**src/rtl/strip_frame_scheduler.sv**
```systemverilog
// rtl/strip_frame_scheduler.sv - LED strip frame scheduler: fetches pixels, feeds the serial encoder, enforces latch gap
//
// Ports:
//   clock_12mhz, reset_n     clock and asynchronous active-low reset
//   frame_request            level input; each 0->1 transition asks for one frame
//   encoder_done             one-cycle pulse, current word has been shifted out
//   mem_data_in[23:0]        frame RAM read data, valid the cycle after mem_read_en
//   mem_addr[7:0]            frame RAM read address (LED index)
//   mem_read_en              frame RAM read strobe (registered)
//   parallel_data_out[23:0]  word held for the encoder from encoder_start to encoder_done
//   encoder_start            one-cycle pulse starting the encoder (registered)
//   busy                     high whenever the scheduler is not idle
//   frame_done               one-cycle pulse in the last cycle of the latch gap
//   frame_overrun            one-cycle pulse when a request has to be dropped
//   test_pattern             only with STRIP_TEST_PATTERN_EN: send 24'h808080 without reading RAM
//
// Optional feature macro: STRIP_TEST_PATTERN_EN

module strip_frame_scheduler #(
  parameter int LED_COUNT    = 60,
  parameter int LATCH_CYCLES = 960
) (
  input  logic        clock_12mhz,
  input  logic        reset_n,
  input  logic        frame_request,
  input  logic        encoder_done,
  input  logic [23:0] mem_data_in,
`ifdef STRIP_TEST_PATTERN_EN
  input  logic        test_pattern,
`endif
  output logic [7:0]  mem_addr,
  output logic        mem_read_en,
  output logic [23:0] parallel_data_out,
  output logic        encoder_start,
  output logic        busy,
  output logic        frame_done,
  output logic        frame_overrun
);

  localparam int LCW = (LATCH_CYCLES > 1) ? $clog2(LATCH_CYCLES) : 1;
  localparam logic [LCW-1:0] LATCH_LAST   = LCW'(LATCH_CYCLES - 1);
  // frame_done is registered, so it is armed one count before the final latch cycle
  localparam logic [LCW-1:0] LATCH_PENULT = LCW'((LATCH_CYCLES > 1) ? LATCH_CYCLES - 2 : 0);
  localparam logic           LATCH_ONE    = (LATCH_CYCLES == 1);
  localparam logic [7:0]     LED_LAST     = 8'(LED_COUNT - 1);

  typedef enum logic [2:0] {
    S_IDLE,
    S_FETCH,
    S_CAPTURE,
    S_START,
    S_SEND,
    S_LATCH
  } state_t;

  state_t         state;
  logic [7:0]     led_index;
  logic [LCW-1:0] latch_count;
  logic           pending;
  logic           req_q;
  logic           armed;
  logic           req_edge;
  logic           fetch_en;
  logic [23:0]    capture_word;

`ifdef STRIP_TEST_PATTERN_EN
  assign fetch_en     = ~test_pattern;
  assign capture_word = test_pattern ? 24'h808080 : mem_data_in;
`else
  assign fetch_en     = 1'b1;
  assign capture_word = mem_data_in;
`endif

  // armed stays low for the first cycle after reset so a request that was
  // already high during reset is not mistaken for a new edge
  assign req_edge = armed & frame_request & ~req_q;

  always_ff @(posedge clock_12mhz or negedge reset_n) begin
    if (!reset_n) begin
      state             <= S_IDLE;
      led_index         <= 8'd0;
      latch_count       <= '0;
      pending           <= 1'b0;
      req_q             <= 1'b0;
      armed             <= 1'b0;
      mem_addr          <= 8'd0;
      mem_read_en       <= 1'b0;
      parallel_data_out <= 24'd0;
      encoder_start     <= 1'b0;
      busy              <= 1'b0;
      frame_done        <= 1'b0;
      frame_overrun     <= 1'b0;
    end else begin
      req_q         <= frame_request;
      armed         <= 1'b1;
      mem_read_en   <= 1'b0;
      encoder_start <= 1'b0;
      frame_done    <= 1'b0;
      frame_overrun <= 1'b0;

      // one request can be queued behind the running frame; a further one is dropped
      if (req_edge && state != S_IDLE) begin
        if (pending) frame_overrun <= 1'b1;
        else         pending       <= 1'b1;
      end

      case (state)
        S_IDLE: begin
          led_index <= 8'd0;
          if (req_edge || pending) begin
            // an edge coinciding with a queued request stays queued
            pending     <= req_edge & pending;
            state       <= S_FETCH;
            busy        <= 1'b1;
            mem_addr    <= 8'd0;
            mem_read_en <= fetch_en;
          end
        end
        S_FETCH: state <= S_CAPTURE;
        S_CAPTURE: begin
          parallel_data_out <= capture_word;
          encoder_start     <= 1'b1;
          state             <= S_START;
        end
        S_START: state <= S_SEND;
        S_SEND: begin
          if (encoder_done) begin
            if (led_index == LED_LAST) begin
              state       <= S_LATCH;
              latch_count <= '0;
              frame_done  <= LATCH_ONE;
            end else begin
              led_index   <= led_index + 8'd1;
              mem_addr    <= led_index + 8'd1;
              mem_read_en <= fetch_en;
              state       <= S_FETCH;
            end
          end
        end
        S_LATCH: begin
          if (latch_count == LATCH_LAST) begin
            state       <= S_IDLE;
            busy        <= 1'b0;
            latch_count <= '0;
          end else begin
            latch_count <= latch_count + LCW'(1);
            if (latch_count == LATCH_PENULT) frame_done <= 1'b1;
          end
        end
        default: begin
          state <= S_IDLE;
          busy  <= 1'b0;
        end
      endcase
    end
  end

endmodule

```
**config.mk**
```make
export PLATFORM = sky130hd
export DESIGN_NAME = strip_frame_scheduler
export DESIGN_NICKNAME = d
export VERILOG_FILES = /design/src/rtl/strip_frame_scheduler.sv
export SDC_FILE = /design/constraint.sdc
export NUM_CORES = 1
export LEC_CHECK = 0
export CORE_ASPECT_RATIO = 1.5
export CORE_UTILIZATION = 53
export DETAILED_ROUTE_END_ITERATION = 8
export PLACE_DENSITY = 0.85
export SLEW_MARGIN = 20
export SYNTH_ARGS = -nofsm -noshare
export SYNTH_HDL_FRONTEND = slang
export SYNTH_SLANG_ARGS = --single-unit
```
**constraint.sdc**
```tcl
create_clock -name clock_12mhz -period 3.9 [get_ports clock_12mhz]
set_clock_uncertainty 0.1 [all_clocks]
set_input_delay 0.585 -clock clock_12mhz [delete_from_list [all_inputs] [get_ports clock_12mhz]]
set_output_delay 0.585 -clock clock_12mhz [all_outputs]
set_load 0.01 [all_outputs]
```
Word-level counts from Yosys, hierarchy flattened. Index checks and enable logic that the tools add are counted.

Bitwise operators: 5. Equality and inequality tests: 13. Multiplexer cells: 30. Reductions and logical operators: 12. Add/subtract/negate cells: 2.

Operators with widths (number): 8-bit one-hot mux with 2 select lines (2); 10-bit 2-to-1 mux (3); 8-bit 2-to-1 mux (3); 10-bit equality test (second input constant) (2); 10-bit one-hot mux with 2 select lines (1); 3-bit one-hot mux with 6 select lines (1); 1-bit 2-to-1 mux (14); 3-bit 2-to-1 mux (4); 3-bit AND reduction (4); 10-bit by 1-bit adder with 10-bit output (second input constant) (1); 2-bit inequality test (second input constant) (5); 8-bit by 1-bit adder with 8-bit output (second input constant) (1); 8-bit by 6-bit equality test with 1-bit output (second input constant) (1); 3-bit by 2-bit equality test with 1-bit output (second input constant) (2); 3-bit equality test (second input constant) (2); 4-bit AND reduction (1); 2-bit nonzero test (2); 4-bit OR reduction (1); 1-bit AND (3); 3-bit by 1-bit equality test with 1-bit output (second input constant) (1); 3-bit zero test (1); 1-bit one-hot mux with 3 select lines (1); 3-bit nonzero test (1); 1-bit NOT (2); other kinds (3) (3).

Input bits: 28. Register bits: 61. Output and inout port bits: 37.

Depth between registers and ports, before layout.
Depth after elaboration: 6. Gate-level depth with buffers: 7. Mapped depth without buffers: 5.

Least setup slack after synthesis. Ideal clock, no wire load.

Path type: register to register. Start: reg latch_count[0]. End: reg latch_count[8]. Slack: 1990 ps. Cell stages (with the launch flop): 7. Data arrival time: 1741 ps. Buffers on the path: 1. Cell sequence: dfrtp_1 -> ha_1 -> and3_1 -> clkbuf_1 -> a31o_1 -> or4_1 -> nand3_1.

Cells in the longest elaborated chain, start to end: 3. Elaborated cells between the ends (all ways): 4. Those cells by class: add/sub (1); eq/ne (1); mux (2).

Ends and longest elaborated chain: start: declaration (line 58) `logic [LCW-1:0] latch_count;`; start signal: assignment (line 146) `latch_count <= latch_count + LCW'(1);`; 10-bit by 1-bit adder with 10-bit output or 10-bit equality test (tied branches) (line 146, 141); 10-bit 2-to-1 mux * (line 141) `if (latch_count == LATCH_LAST) begin`; 10-bit one-hot mux with 2 select lines * (line 107) `case (state)`.

Mark *: on every way between the ends. The rest lies on a longest branch, timed or not. A chain may end at the register's enable or synchronous reset.

Worst setup path after layout.
Start: reg led_index[0]. End: reg latch_count[9].

Cells in the longest elaborated chain, start to end: 3.

Ends and longest elaborated chain: start: declaration (line 57) `logic [7:0] led_index;`; start signal: assignment (line 133) `led_index <= led_index + 8'd1;`; 8-bit by 6-bit equality test with 1-bit output (line 128) `if (led_index == LED_LAST) begin`; 2-bit inequality test (no source line); 3-bit AND reduction (no source line).

Every way passes these cells.

==> flow_summary.toml <==
[timing]
setup_viol = 0
fin_tns_setup_ps = 0
drv_slew = 0
worstMarginPinSlew_ps = 754
rsz0062_at_grt = "false"
post-route-period-util_pct = 54.9
fin_crit_ps = 2140
fmaxAchievable_ghz = 0.467
hold_viol_final = 0
slew_headroom_pct = 49.7

[synth]
ys_types = 51
ys_warn_count = 0
netlist_instances = 230
ys_async_sr_fraction_pct = 100
avgSynthCellArea_um2 = 12.0
syn-num-nets = 261
synthesis.area_mm2 = 0.00275
synth_ff_type = "dfrtp_1"
synth_edf_count = 0
yosysSeqAreaShare_pct = 55.5
ys_ff_latch = 61

[worst_setup_path]
end_kind = "flop"
crit_chain = "ha_1 > nor4b_2 > a311oi_2 > a2111oi_0 > a21oi_1"
worst-path-max-fanout = 7
critical_path_class = "reg2reg"
crit_slowest_cell = "a2111oi_0"
required_ps = 4000
critPathMaxStageDelay_ps = 460
crit_family = "compound AO/OA/AOI/OAI gates"
crit_buf_inv = 0
arrival_ps = 2240
cp-start-kind = "flop"

[finish]
finalNetCount = 327
seqCellArea_mm2 = 0.00153
nFillCells = 357
multiInputGateArea_mm2 = 0.00116
utilization_pct = 73.2
antennaDiodeCount = 0
fin_cells = 366
drive_above_1_share_pct = 16.7
syn_to_final_growth_pct = 31.2

[clocking]
cts_buffers = 9
clockRootBuffer = "clkbuf_8"
htree_levels = 3
clock_latency_ps = 340
ctsResizeCount = 0
clkTransAtPathRegs_ps = 70
post_cts_buffers = 0
cts_tree = "yes"
hold_buffers = 0
cts.sinks = 61
clockBufferDepth = 2

[power_and_ir_drop]
power.density_mw_per_mm2 = 314
vdd_drop_max_mv = 0.281
finalPower_mw = 1.13
power.static_leakage_nw = 1.68

[drt]
drtPass1Iterations = 4
drc = 0
first_iter_violations = 67
routed_via_density = 5.61
wl_mm = 6.04
postRouteAntennaNets = 0
vias = 2053
wire_per_inst_um = 16.5

[global_routing]
antenna_found_initial = 0
grt_pass1_wl_mm = 9.82
grt_use_total_pct = 25.0
grt_pass1_vias = 2011
grt_remaining_overflow = 0
grt_max_degree = 35

[die]
io_pins = 65
die_area_mm2 = 0.00548
start_util_pct = 55.8
coreArea_mm2 = 0.00493
rows = 31
die_w_um = 60.8
die_h_um = 90.2

[hold_path]
hold_class = "in2async"

[placement]
hpwl_mm = 4.33
gp_congestion = 0.809
port_buffers = 64
dp.cells = 351

[outcome]
status = "finished, final reports clean"

[run]
drv_cap = 0
registers in the layout (all words and copies together) (netlist names), 3 cells and up:
name               flops
parallel_data_out     24
mem_addr               8
latch_count           10
led_index              8
state                  3
where the power goes:
part	switching (mW)	internal [mW]	total (mW)
registers	0.000343	0.634	0.635
clock network	0.230	0.226	0.456
logic	0.0172	0.0251	0.0422
cells by family after synthesis:
family	count (synthesis)	share of synthesized area [%]
AO/OA/AOI/OAI	54	14.2
XOR/XNOR	6	1.91
adder cells (fa/ha/maj)	4	1.73
buffers and inverters	16	2.78
AND/OR/NAND/NOR	63	13.5
multiplexers	25	10.2
other	1	0.136
flip-flops	61	55.5
cell type report:
class,count,area share (%)
Multi-Input combinational cell,153,32.1
Tap cell,66,2.29
Clock buffer,11,3.64
Sequential cell,61,42.3
Inverter,4,0.416
Timing Repair Buffer,67,18.5
Clock inverter,4,0.729
metrics by stage:
stage / hold WS [ps] / instance area [um2] / worst slack, ps
after floorplan: 189 / 2750 / 1990
after global placement: 374 / 3430 / 1610
after detailed placement: 375 / 3440 / 1530
after CTS: 218 / 3600 / 1510
after global routing: 266 / 3610 / 1570
final: 211 / 3610 / 1760
layer usage:
| metal | vias to the layer above | GRT usage (%) | share of wire [%] |
|---|---|---|---|
| met5 | - | 0 | 0 |
| met4 | 0 | 16.7 | 4.0 |
| met3 | 18 | 4.03 | 3.3 |
| met2 | 52 | 40.9 | 55 |
| met1 | 1009 | 28.8 | 38 |
| li1 | 974 | - | - |
Yosys cell counts, types with 2 or more instances:
| library cell | instances | area, um2 |
|---|---|---|
| nand3b_1 | 2 | 15.0 |
| xnor2_1 | 4 | 35.0 |
| xor2_1 | 2 | 17.5 |
| buf_2 | 7 | 35.0 |
| dfrtp_1 | 61 | 1530 |
| nand2_1 | 12 | 45.0 |
| a31oi_1 | 6 | 37.5 |
| a31o_1 | 2 | 17.5 |
| nand3_1 | 10 | 50.1 |
| a21o_1 | 3 | 22.5 |
| a21oi_1 | 9 | 45.0 |
| inv_1 | 4 | 15.0 |
| mux2_2 | 24 | 270 |
| ha_1 | 3 | 37.5 |
| nor2b_1 | 2 | 12.5 |
| a22o_1 | 10 | 87.6 |
| nand2b_1 | 2 | 12.5 |
| nor2_1 | 8 | 30.0 |
| a41oi_1 | 2 | 17.5 |
| clkbuf_1 | 4 | 15.0 |
| or2_2 | 2 | 12.5 |
| or3_1 | 2 | 12.5 |
| and3_1 | 7 | 43.8 |
| o21ai_0 | 12 | 60.1 |
| nor3_1 | 2 | 10.0 |
| and2_1 | 3 | 18.8 |
path summary, 6_finish.rpt:
check,endpoint,from,cells after the start,slack (ps)
setup / recovery,latch_count[9],led_index[0],5,1760
hold / removal,parallel_data_out[1],reset_n,1,210
setup reg to reg,latch_count[9],led_index[0],5,1760
hold reg to reg,latch_count[5],latch_count[5],1,400
max in group asynchronous,mem_addr[5],reset_n,2,2640
min in group clock_12mhz,latch_count[5],latch_count[5],1,400
cell usage in the layout, fill, tap and decap left out, types with 2 or more instances in the layout:
cell type	netlist	routed
a21o_1	3	3
a21oi_1	9	9
a22o_1	10	10
a31o_1	2	2
a31oi_1	6	5
a41oi_1	2	2
and2_1	3	3
and3_1	7	7
buf_4	0	2
clkbuf_1	4	2
clkbuf_8	0	9
clkdlybuf4s50_1	0	63
clkinv_2	0	2
dfrtp_1	61	61
ha_1	3	3
inv_1	4	4
mux2_2	24	24
nand2_1	12	12
nand2b_1	2	2
nand3_1	10	10
nand3b_1	2	2
nor2_1	8	8
nor2b_1	2	2
nor3_1	2	2
o21ai_0	12	12
or2_2	2	2
or3_1	2	2
xnor2_1	4	4
xor2_1	2	2
Power figures use the tool's default switching activity.
==> variant 1: new RTL, config.mk and constraints unchanged <==
Add an input register stage for `encoder_done`, without a reset; this delays it by one clock. The other inputs are not delayed to match. Comments in the files are not updated.
--- a/src/rtl/strip_frame_scheduler.sv
+++ b/src/rtl/strip_frame_scheduler.sv
@@ -54,2 +54,8 @@
   } state_t;
+
+  logic encoder_done_q;
+
+  always_ff @(posedge clock_12mhz) begin
+    encoder_done_q <= encoder_done;
+  end
 
@@ -126,3 +132,3 @@
         S_SEND: begin
-          if (encoder_done) begin
+          if (encoder_done_q) begin
             if (led_index == LED_LAST) begin
Function: changed (a bounded check fails within 10 cycles, from zero or initial values and one cycle with reset_n low).
==> variant 1 against the unedited design <==
- non-clock buffer count is the same
- count of clock-buffer cells in the layout down 2
- wire length is 2.0% higher
- setup slack got worse by 3.7 ps
- final area increased by 0.94%
- sequential cell count grew 1
- synthesized area increased by 0.73%
Power is not compared: it rests on default switching activity, and its combinational part moved more than twofold at a synthesized area within 25%.
==> variant 1: results (changes against the unedited design) <==
| Metric | Value |
|---|---|
| Fillers | `343 (-3.9%)` |
| R2R Setup Slk | `1750 ps (about the same)` |
| Crit path largest cell delay | `520 ps (+60 ps)` |
| Yosys cell types | `52 (+2.0%)` |
| Maximum number of pins on one net before global-route repair | `35 (unchanged)` |
| Top FF cell, synth | `dfrtp_1` |
| Syn nets | `262 (+0.38%)` |
| Placer Congestion | `0.799 (-1.2%)` |
| Arr. time, crit path | `2280 ps (+40 ps)` |
| WL met3 | `178 um (-11%)` |
| Sequential share of the synthesized area | `0.559 (+0.00322)` |
| Iter 0 DRT Violations | `63 (-6.0%)` |
| Share of layout cells above drive strength 1 | `0.167 (+0.000557)` |
| Wl on met1 | `2310 um (+1.7%)` |
| XOR/XNOR Fraction of Synth Area | `0.0190 (-0.000138)` |
| Reg2reg end | `mem_addr[5]` |
| Compound-Gate Fraction of Synth Area | `0.141 (-0.00103)` |
| DP Worst Slack | `1490 ps (-33.9 ps)` |
| Outcome | `completed` |
| Slowest cell on crit path | `or4b_4` |
| Share of synthesized registers carrying an async set or reset | `0.984 (-0.0161)` |
| Post-Synth Adder-Cell Area | `0.0172 (-0.000125)` |
| Final #Nets | `328 (+0.31%)` |
| Number of global-route vias before repair | `2,144 (+6.6%)` |
| DPL Wire Length | `4420 um (+2.0%)` |
==> variant 1: kinds of logic after synthesis <==
kind of cell / after synthesis
other cells: 1
mux: 25
xor+xnor: 6
fa+ha+maj: 4
compound gates: 54
flops: 62
simple gates: 63
buf+inv: 16
==> variant 1: through the flow <==
step	cells	util	area, um^2	hold WS [ps]	power (mW)
floorplan	231	-	2770	189	1.51
global placement	351	0.700	3450	360	1.94
detailed placement	352	0.702	3460	371	1.99
CTS	365	0.738	3630	160	2.51
global route	365	0.739	3640	195	2.63
finish	365	0.739	3640	150	2.49
==> variant 1: power groups by stage <==
stage          registers [mW]  clock network (mW)  logic (mW)
3_5_place_dp             1.01                   0       0.980
2_1_floorplan            1.02                   0       0.490
5_1_grt                  1.03               0.552        1.05
6_report                0.997               0.523       0.971
3_3_place_gp            0.989                   0       0.947
4_1_cts                 0.997               0.534       0.980
==> variant 1: layout make-up <==
| cell class | instances | area, um^2 | area share |
|---|---|---|---|
| Multi-Input combinational cell | 153 | 1160 | 0.318 |
| Clock buffer | 9 | 124 | 0.0340 |
| Tap cell | 66 | 82.6 | 0.0227 |
| Clock inverter | 4 | 51.3 | 0.0141 |
| Timing Repair Buffer | 67 | 662 | 0.182 |
| Inverter | 4 | 15.0 | 0.00413 |
| Sequential cell | 62 | 1550 | 0.425 |
==> variant 1: worst max-delay path, delay by kind of cell, from the launching register on <==
family | cells | cell delay, ps
flip-flops | 1 | 440
adder cells (fa/ha/maj) | 1 | 340
AO/OA/AOI/OAI | 2 | 510
AND/OR/NAND/NOR | 2 | 640
==> variant 1: how the worst max path moves through the flow <==
stage / end / slack (ps)
2_1_floorplan: latch_count[8] / 1990
3_3_place_gp: mem_addr[3] / 1570
3_5_place_dp: mem_addr[4] / 1490
4_1_cts: latch_count[9] / 1580
5_1_grt: latch_count[9] / 1590
6_report: mem_addr[5] / 1750
==> variant 1: layer usage <==
metal,GRT usage,vias to the layer above
met4,0.152,0
met3,0.0544,21
met5,0,-
met2,0.431,56
met1,0.289,1027
li1,-,978
==> variant 2: new RTL, config.mk and constraints unchanged <==
Made on the original files. The parameter `LATCH_CYCLES` goes from 960 to 480.
--- a/src/rtl/strip_frame_scheduler.sv
+++ b/src/rtl/strip_frame_scheduler.sv
@@ -20,3 +20,3 @@
   parameter int LED_COUNT    = 60,
-  parameter int LATCH_CYCLES = 960
+  parameter int LATCH_CYCLES = 480
 ) (
Behaviour: same outputs for any inputs over 10 cycles, from zero or initial values and one cycle with reset_n low; that may be too few to reach the edited logic, so the function may still have changed.
==> variant 2 against the unedited design <==
- final area fell by 1.2%
- critical path depth did not move
- critical endpoint is now mem_addr[1]
- power rose by 12%
- sequential cell count fell by 1
- count of clock-buffer cells in the layout did not move
- synthesized cell count fell by 2.2%
- sequential power fell by 2%
- wire length fell by 5.7%
- combinational power rose by 3%
- synthesized area fell by 2.4%
- setup slack got worse by 31 ps
==> variant 2: results (changes against the unedited design) <==
| Metric | Value |
|---|---|
| Met2 Wirelength | `3210 um (-3.3%)` |
| Leak | `1.65 nW (-1.5%)` |
| Share of layout cells above drive strength 1 | `0.175 (+0.00799)` |
| Sequential share of the synthesized area | `0.560 (+0.00440)` |
| Drt wl/cell | `15.9 um (-3.6%)` |
| GRT Util Overall | `0.230 (-0.0205)` |
| Final Hold Slack | `159 ps (-51.9 ps)` |
| Final #Nets | `321 (-1.8%)` |
| CP delay by family, top | `simple AND/OR/NAND/NOR gates` |
| Maximum number of pins on one net before global-route repair | `34 (-2.9%)` |
| H-tree depth | `3 (unchanged)` |
| Most area-consuming cells after synthesis | `dfrtp_1 (56%), mux2_2 (10%), o21ai_0 (2.8%)` |
| Yosys cell types | `49 (-3.9%)` |
| Wl on met1 | `2120 um (-6.6%)` |
| Worst slew margin | `0.576 (+0.0789)` |
| Worst-path fanout max | `6 (-1)` |
| Most instantiated cells after synthesis | `dfrtp_1 (60), mux2_2 (24), nand2_1 (15), o21ai_0 (15), nor2_1 (10)` |
| DP Cell Count | `344 (-2.0%)` |
| Top Metal Used | `met4` |
| Iter 0 DRT Violations | `73 (+9.0%)` |
| Setup repair bufs after CTS | `0 (unchanged)` |
| Root buffer cell | `clkbuf_8` |
| Yosys top cell area share | `0.560 (+0.00440)` |
| TNS Setup | `0 ps (unchanged)` |
| Placed Instance Area | `3340 um^2 (-3.0%)` |
| Clk buf depth | `2 (unchanged)` |
| Top flop regs | `parallel_data_out x24, latch_count x9` |
| Reg2reg end | `mem_addr[1]` |
| Total power | `1.27 mW (+12%)` |
| Syn nets | `256 (-1.9%)` |
| Diode count | `0 (unchanged)` |
| Routed via count | `1,969 (-4.1%)` |
| Arr. time, crit path | `2290 ps (+50 ps)` |
| WL met3 | `236 um (+19%)` |
| Worst vdd ir | `0.000322 V (+15%)` |
| Post-route insts no fill | `358 (-2.2%)` |
| Outcome | `completed` |
| Warning count from the yosys run | `0 (unchanged)` |
| Placer Congestion | `0.834 (+3.1%)` |
| Number of global-route vias before repair | `1,916 (-4.7%)` |
| Comb pwr | `43.6 uW (+3%)` |
| P_int | `1.03 mW (+17%)` |
| Synthesized area per cell | `11.9 um^2 (-0.24%)` |
| Crit path largest cell delay | `550 ps (+90 ps)` |
| Share of synthesized registers carrying an async set or reset | `1.00 (unchanged)` |
| Seq pwr | `624 uW (-2%)` |
| DPL Wire Length | `4160 um (-4.0%)` |
| CTS resizes | `0 (unchanged)` |
| Slowest cell on crit path | `or4b_4` |
| R2R Setup Slk | `1730 ps (-30 ps)` |
| First-pass GRT wire length | `8840 um (-10%)` |
## variant 2: kinds of logic after synthesis
family / share of synthesized area
and+or+nand+nor: 0.136
buffers and inverters: 0.0350
DFF: 0.560
AOI/OAI and AO/OA: 0.137
adders and majority gates: 0.0140
xor gates and xnor gates: 0.0163
other: 0.00140
muxes: 0.101
## variant 2: cell type report
cell class | instances | area, um^2
inverter | 3 | 11.3
multi-input combinational | 149 | 1090
clock inverter | 2 | 60.1
fill | 349 | 1290
tap | 66 | 82.6
sequential | 60 | 1500
clock buffer | 11 | 151
timing repair buffer | 67 | 662
## variant 2: worst max path at each step
stage,startpoint,to,slack (ps)
after floorplan,led_index[0],latch_count[4],1920
after global placement,encoder_done,latch_count[4],1720
after detailed placement,encoder_done,mem_addr[3],1690
after CTS,state[2],parallel_data_out[3],1690
after global routing,state[2],latch_count[7],1580
final,led_index[0],mem_addr[1],1730
## variant 2: layer usage
layer  vias up  global-route usage
met5         -                   0
met4         0               0.116
met3        12              0.0593
met2        54               0.396
met1       964               0.257
li1        939                   -
